<file path="src/rtl/fetch_stage.sv">
`default_nettype none
// ============================================================================
// Module   : fetch_stage
// Purpose  : Instruction fetch stage for the 16-bit pipelined core. Owns the
//            fetch PC, issues single-outstanding reads on the instruction
//            port shared with DMA, buffers returned words in a small
//            prefetch FIFO and presents the head entry to the IF/ID register.
//            Redirects flush the FIFO and discard any in-flight response.
// Revision : 1.0 - initial release
// ============================================================================
module fetch_stage #(
   parameter int                   WORD_SIZE  = 16,
   parameter logic [WORD_SIZE-1:0] RESET_PC   = '0,
   parameter int                   FIFO_DEPTH = 2
) (
   input  logic                 clk,
   input  logic                 reset_n,
   // instruction memory port (shared with DMA)
   output logic                 i_req,
   output logic [WORD_SIZE-1:0] i_addr,
   input  logic                 i_ack,
   input  logic [WORD_SIZE-1:0] i_data,
   input  logic                 bus_grant,
   // pipeline control
   input  logic                 halt,
   input  logic                 redirect,
   input  logic [WORD_SIZE-1:0] redirect_pc,
   input  logic                 IFIDWrite,
   // head entry towards IF/ID
   output logic                 IF_valid,
   output logic [WORD_SIZE-1:0] IF_instr,
   output logic [WORD_SIZE-1:0] IF_current_pc,
   output logic [WORD_SIZE-1:0] IF_PC_plus_one
);

   // -------------------------------------------------------------------------
   // Constants
   // -------------------------------------------------------------------------
   localparam int c_PTR_W = (FIFO_DEPTH > 1) ? $clog2(FIFO_DEPTH) : 1;
   localparam int c_CNT_W = $clog2(FIFO_DEPTH + 1);

   localparam logic [c_CNT_W-1:0] c_DEPTH_CNT = c_CNT_W'(FIFO_DEPTH);
   localparam logic [c_PTR_W-1:0] c_LAST_PTR  = c_PTR_W'(FIFO_DEPTH - 1);

   // DISCARD is an outstanding request whose response must be dropped
   localparam logic [1:0] c_S_IDLE    = 2'd0;
   localparam logic [1:0] c_S_REQ     = 2'd1;
   localparam logic [1:0] c_S_DISCARD = 2'd2;

   // -------------------------------------------------------------------------
   // State
   // -------------------------------------------------------------------------
   logic [1:0]           r_state;
   logic [WORD_SIZE-1:0] r_fetch_pc;
   logic [c_CNT_W-1:0]   r_count;
   logic [c_PTR_W-1:0]   r_wr_ptr;
   logic [c_PTR_W-1:0]   r_rd_ptr;
   logic [WORD_SIZE-1:0] r_pc_mem    [FIFO_DEPTH];
   logic [WORD_SIZE-1:0] r_instr_mem [FIFO_DEPTH];

   logic [1:0]           w_state_next;
   logic                 w_push;
   logic                 w_pop;
   logic                 w_issue;
   logic [c_CNT_W-1:0]   w_count_next;
   logic [c_PTR_W-1:0]   w_wr_ptr_inc;
   logic [c_PTR_W-1:0]   w_rd_ptr_inc;
   logic [WORD_SIZE-1:0] w_head_pc;
   logic [WORD_SIZE-1:0] w_head_instr;

   // -------------------------------------------------------------------------
   // Handshake decode
   // -------------------------------------------------------------------------
   // A redirect kills both the FIFO contents and any arriving data, so it
   // suppresses push and pop outright rather than racing with the flush.
   assign w_pop  = IF_valid & IFIDWrite & ~redirect;
   assign w_push = (r_state == c_S_REQ) & i_ack & ~redirect;

   assign w_count_next = r_count + c_CNT_W'(w_push) - c_CNT_W'(w_pop);

   // Only start a request when its response is guaranteed a slot; this is
   // what keeps a push from ever overflowing the FIFO.
   assign w_issue = bus_grant & ~halt & ~redirect & (w_count_next < c_DEPTH_CNT);

   assign w_wr_ptr_inc = (r_wr_ptr == c_LAST_PTR) ? '0 : r_wr_ptr + c_PTR_W'(1);
   assign w_rd_ptr_inc = (r_rd_ptr == c_LAST_PTR) ? '0 : r_rd_ptr + c_PTR_W'(1);

   // Next-state logic for the request FSM
   always_comb begin
      w_state_next = r_state;
      case (r_state)
         c_S_IDLE: begin
            if (w_issue) begin
               w_state_next = c_S_REQ;
            end
         end
         c_S_REQ: begin
            if (redirect) begin
               // response already here is simply dropped; otherwise wait it out
               w_state_next = i_ack ? c_S_IDLE : c_S_DISCARD;
            end else if (i_ack) begin
               w_state_next = w_issue ? c_S_REQ : c_S_IDLE;
            end
         end
         c_S_DISCARD: begin
            if (i_ack) begin
               w_state_next = c_S_IDLE;
            end
         end
         default: begin
            w_state_next = c_S_IDLE;
         end
      endcase
   end

   // FSM state register
   always_ff @(posedge clk or negedge reset_n) begin
      if (!reset_n) begin
         r_state <= c_S_IDLE;
      end else begin
         r_state <= w_state_next;
      end
   end

   // Fetch PC: reloaded on redirect, advanced on every accepted response
   always_ff @(posedge clk or negedge reset_n) begin
      if (!reset_n) begin
         r_fetch_pc <= RESET_PC;
      end else if (redirect) begin
         r_fetch_pc <= redirect_pc;
      end else if (w_push) begin
         r_fetch_pc <= r_fetch_pc + WORD_SIZE'(1);
      end
   end

   // FIFO occupancy and pointers; a redirect empties the FIFO in one cycle
   always_ff @(posedge clk or negedge reset_n) begin
      if (!reset_n) begin
         r_count  <= '0;
         r_wr_ptr <= '0;
         r_rd_ptr <= '0;
      end else if (redirect) begin
         r_count  <= '0;
         r_wr_ptr <= '0;
         r_rd_ptr <= '0;
      end else begin
         r_count <= w_count_next;
         if (w_push) begin
            r_wr_ptr <= w_wr_ptr_inc;
         end
         if (w_pop) begin
            r_rd_ptr <= w_rd_ptr_inc;
         end
      end
   end

   // FIFO storage; contents are only observed through count, so no reset
   always_ff @(posedge clk) begin
      if (w_push) begin
         r_pc_mem[r_wr_ptr]    <= r_fetch_pc;
         r_instr_mem[r_wr_ptr] <= i_data;
      end
   end

   // -------------------------------------------------------------------------
   // Outputs: all decoded from registers only
   // -------------------------------------------------------------------------
   assign i_req  = (r_state == c_S_REQ) | (r_state == c_S_DISCARD);
   assign i_addr = r_fetch_pc;

   assign w_head_pc    = r_pc_mem[r_rd_ptr];
   assign w_head_instr = r_instr_mem[r_rd_ptr];

   assign IF_valid       = (r_count != '0);
   assign IF_instr       = IF_valid ? w_head_instr : '0;
   assign IF_current_pc  = IF_valid ? w_head_pc : '0;
   assign IF_PC_plus_one = IF_valid ? (w_head_pc + WORD_SIZE'(1)) : '0;

endmodule
`default_nettype wire

</file>
<file path="config.mk">
export PLATFORM = sky130hd
export DESIGN_NAME = fetch_stage
export DESIGN_NICKNAME = d
export VERILOG_FILES = /design/src/rtl/fetch_stage.sv
export SDC_FILE = /design/constraint.sdc
export NUM_CORES = 1
export LEC_CHECK = 0
export BUFFER_PORTS_ARGS = -buffer_cell sky130_fd_sc_hd__buf_4
export CORE_MARGIN = 2
export CORE_UTILIZATION = 57
export CTS_CLUSTER_SIZE = 30
export DETAILED_ROUTE_END_ITERATION = 8
export HOLD_SLACK_MARGIN = 0.12
export PLACE_DENSITY = 0.84
export SLEW_MARGIN = 20
export SYNTH_ARGS = -nofsm -noshare
export SYNTH_HDL_FRONTEND = slang
export SYNTH_SLANG_ARGS = --single-unit
</file>
<file path="constraint.sdc">
create_clock -name clk -period 8.5 [get_ports clk]
set_clock_uncertainty 0.2 [all_clocks]
set_input_delay 0.85 -clock clk [delete_from_list [all_inputs] [get_ports clk]]
set_output_delay 0.85 -clock clk [all_outputs]
set_load 0.03 [all_outputs]
</file>
==> summary.md <==
| Metric | Value |
|---|---|
| Nets in the synthesized netlist | `393` |
| Most frequent standard cell in the layout excluding fill and tap cells | `sky130_fd_sc_hd__buf_4` |
| Hold_buf cts | `0` |
| Clock transition at the registers of the reported paths | `80 ps` |
| Critical path class | `flop to output port` |
| Via count of the routed design | `3068` |
| Die H | `89.7 um` |
| DRC violations left | `0` |
| Aggregate routed wire length | `8940 um` |
| Number of synthesized flops with an enable pin | `64` |
| Mean instance size in the synthesized netlist | `12.1 um^2` |
| Final critical path time including I/O delays and setup | `3830 ps` |
| Routed vias/inst | `5.57` |
| Unrepaired setup endpoints after global routing | `no` |
| Count of H-tree levels built during CTS | `3` |
| Die Outline Area | `0.00805 mm^2` |
| # Max-Cap Violations | `0` |
| Slew @ Worst Pin | `934 ps` |
| Final Power | `1250 uW` |
| Register Area | `0.00247 mm^2` |
| Achievable frequency | `0.261 GHz` |
| Layout fillers | `487` |
| Part of the Yosys area used for sequential elements | `59.0%` |
| Standard-cell rows | `31` |
| Critical path buffer and inverter count | `2` |
| CTS Root Cell | `sky130_fd_sc_hd__clkbuf_8` |
| Total grt overflow | `0` |
| Endpoint of the most critical register-to-register path | `r_state[1]` |
| Area occupied by multi-input gates | `0.00160 mm^2` |
| Clock tree from TritonCTS | `built` |
| Prevailing post-synth register cell | `sky130_fd_sc_hd__edfxtp_1` |
| Gate family responsible for the most delay along the worst path | `flip-flops` |
| Via count of the first global-routing pass | `2979` |
| Boundary Pins | `105` |
| Cells taking the most area after synthesis | `sky130_fd_sc_hd__edfxtp_1, sky130_fd_sc_hd__dfrtp_1, sky130_fd_sc_hd__mux2i_1` |
| Maximum fanout encountered on the critical timing path | `26` |
| Number of buffers added by the clock tree synthesis step | `9` |
| Resized Gates After CTS | `0` |
| Post-synthesis register bit count | `86` |
| Commonest cells after routing, fill and taps aside | `sky130_fd_sc_hd__buf_4, sky130_fd_sc_hd__edfxtp_1, sky130_fd_sc_hd__nor2_1` |
| LEAKAGE | `0.00205 uW` |
| Async set-reset flop share out of synthesis | `25.6%` |
| Worst stage delay on the critical path | `670 ps` |
| Placeable Area | `0.00718 mm^2` |
| Final net count | `493` |
| Total negative slack | `0 ps` |
| Element type at the critical path start | `flop` |
| Power Density | `239 mW/mm^2` |
| Share of the clock period used by the worst path | `45.0%` |
| Remaining max-slew budget at the tightest pin | `37.6%` |
| Pin count of the biggest net entering global routing | `44` |
| Final antenna-violating net count | `0` |
| Final setup violation count | `0` |
| Clk sink count | `86` |
| Clock latency of the later-clocked register in the worst-skew pair | `340 ps` |
| R2r startpoint | `r_count[1]` |
| CP cell instances | `buf_4 > and4_1 > o21ai_0 > nor4_1 > mux2_1 > buf_4` |
| Area overhead of the layout relative to synthesis | `25.1%` |
| Placer congestion estimate | `0.811` |
| Max IR drop VDD | `0.000139 V` |
| Number of distinct library cell variants in the gate-level netlist after synthesis | `46` |
| Maximum buffer depth of the clock tree | `2` |
| Starting Density | `58.4%` |
| Dominant cell type by area after synthesis | `sky130_fd_sc_hd__edfxtp_1` |
| Total of buffers placed on input and output ports | `104` |
| Sum of net half-perimeters after detailed placement | `6200 um` |
| Pre-antenna DRT Iters | `5` |
| Detailed router's first-iteration violation count | `167` |
| Crit end category | `output port` |
| Initial antenna violation count | `0` |
| Post-synthesis instance total | `347` |
| Worst setup slack for register-to-register paths | `5200 ps` |
| Status | `completed` |
| Cell with the largest stage delay on the worst path | `sky130_fd_sc_hd__dfrtp_2` |
| Routed wire per std cell | `16.2 um` |
| Hold Vio Cnt, Final | `0` |
| CP arrival | `2780 ps` |
| Synth Warn # | `0` |
| Synth top area share | `45.9%` |
| Global-route usage over all layers | `22.5%` |
| Buffers inserted during post-CTS setup optimization | `0` |
| First-pass GRT wire length | `14400 um` |
| Width of the die | `89.7 um` |
| Total count of max-transition violations in the final report | `0` |
| Area of the mapped netlist | `0.00419 mm^2` |
| Worst hold path class | `primary input to asynchronous set/reset pin` |
| Cells on worst reg2reg path | `11` |
| Total inserted antenna cells | `0` |
| Layout cell share with drive strength beyond 1 | `29.0%` |
| Cell mode on critical path | `sky130_fd_sc_hd__buf_4` |
| Req. time, crit path | `7450 ps` |
==> worst max-delay path by stage <==
stage	from	end	slack, ps	cells after the start
final	r_rd_ptr	IF_PC_plus_one[15]	4670	6
after global routing	r_rd_ptr	IF_PC_plus_one[15]	4550	6
after CTS	r_rd_ptr	IF_PC_plus_one[15]	4680	6
after detailed placement	r_rd_ptr	IF_PC_plus_one[15]	5050	6
after global placement	r_rd_ptr	IF_PC_plus_one[15]	5100	6
after floorplan	r_rd_ptr	IF_PC_plus_one[12]	4660	9
==> layout make-up <==
| cell class | instances | area share, % |
|---|---|---|
| sequential | 86 | 47.2 |
| multi-input combinational | 232 | 30.4 |
| timing repair buffer | 105 | 15.0 |
| clock buffer | 10 | 2.43 |
| tap | 99 | 2.36 |
| clock inverter | 6 | 1.65 |
| inverter | 13 | 0.931 |
==> sequential cells by signal (all words and copies together) (netlist names) <==
signal and count:
r_wr_ptr 1, i_addr 16, r_instr_mem 32, r_pc_mem 32
r_rd_ptr 1, r_count 2, r_state 2
==> Yosys cell counts, types with 2 or more instances <==
cell type,n
sky130_fd_sc_hd__a21o_1,2
sky130_fd_sc_hd__a21oi_1,3
sky130_fd_sc_hd__a31oi_1,2
sky130_fd_sc_hd__and2_1,7
sky130_fd_sc_hd__and4_1,2
sky130_fd_sc_hd__buf_2,2
sky130_fd_sc_hd__buf_6,4
sky130_fd_sc_hd__clkbuf_1,8
sky130_fd_sc_hd__dfrtp_1,22
sky130_fd_sc_hd__edfxtp_1,64
sky130_fd_sc_hd__ha_1,7
sky130_fd_sc_hd__inv_1,13
sky130_fd_sc_hd__mux2_2,4
sky130_fd_sc_hd__mux2i_1,30
sky130_fd_sc_hd__nand2_1,24
sky130_fd_sc_hd__nand2b_1,3
sky130_fd_sc_hd__nand3_1,8
sky130_fd_sc_hd__nand4_1,8
sky130_fd_sc_hd__nand4b_4,2
sky130_fd_sc_hd__nor2_1,45
sky130_fd_sc_hd__nor3_1,17
sky130_fd_sc_hd__nor4_1,6
sky130_fd_sc_hd__o21a_1,5
sky130_fd_sc_hd__o21ai_0,17
sky130_fd_sc_hd__o31a_1,3
sky130_fd_sc_hd__o31ai_1,2
sky130_fd_sc_hd__xnor2_1,14
sky130_fd_sc_hd__xor2_1,5
==> layer usage <==
| layer | global-route usage, % | up-vias | share of wire, % |
|---|---|---|---|
| met2 | 38.4 | 126 | 50 |
| li1 | - | 1458 | - |
| met1 | 29.6 | 1477 | 42 |
| met4 | 7.69 | 0 | 1.2 |
| met5 | 0 | - | 0 |
| met3 | 3.94 | 7 | 6.6 |
==> cell families after synthesis <==
family / count (synthesis) / synth area share (%)
adders and majority gates: 7 / 2.09
buffers and inverters: 29 / 3.46
DFF: 86 / 59.0
and+or+nand+nor: 130 / 16.1
xor gates and xnor gates: 20 / 4.51
AOI/OAI and AO/OA: 39 / 6.00
muxes: 36 / 8.84
==> metrics by stage <==
stage                     util (%)  setup slack [ps]  hold WS [ps]  instances  cell area [um^2]
after detailed placement      70.1              5050           320        535              5030
after global routing          73.1              4550           201        551              5240
after global placement        70.1              5100           312        535              5030
after CTS                     73.1              4680           182        551              5240
final                         73.1              4670           176        551              5240
after floorplan                  -              4660           307        347              4190
==> worst reg2reg max path, stage by stage, from the launching register on <==
cell and delay, ps:
sky130_fd_sc_hd__dfrtp_1 410, sky130_fd_sc_hd__nor2_4 710, sky130_fd_sc_hd__inv_1 370, sky130_fd_sc_hd__nand2_1 190, sky130_fd_sc_hd__nor2_1 70, sky130_fd_sc_hd__ha_1 300
sky130_fd_sc_hd__inv_1 40, sky130_fd_sc_hd__ha_1 170, sky130_fd_sc_hd__xnor3_1 250, sky130_fd_sc_hd__nand3_1 120, sky130_fd_sc_hd__a21oi_1 190, sky130_fd_sc_hd__mux2i_1 200
==> power by group <==
group	internal, uW	switching (uW)
Combinational	158	262
Sequential	490	38.4
Clock	165	141
Power figures use the tool's default switching activity.
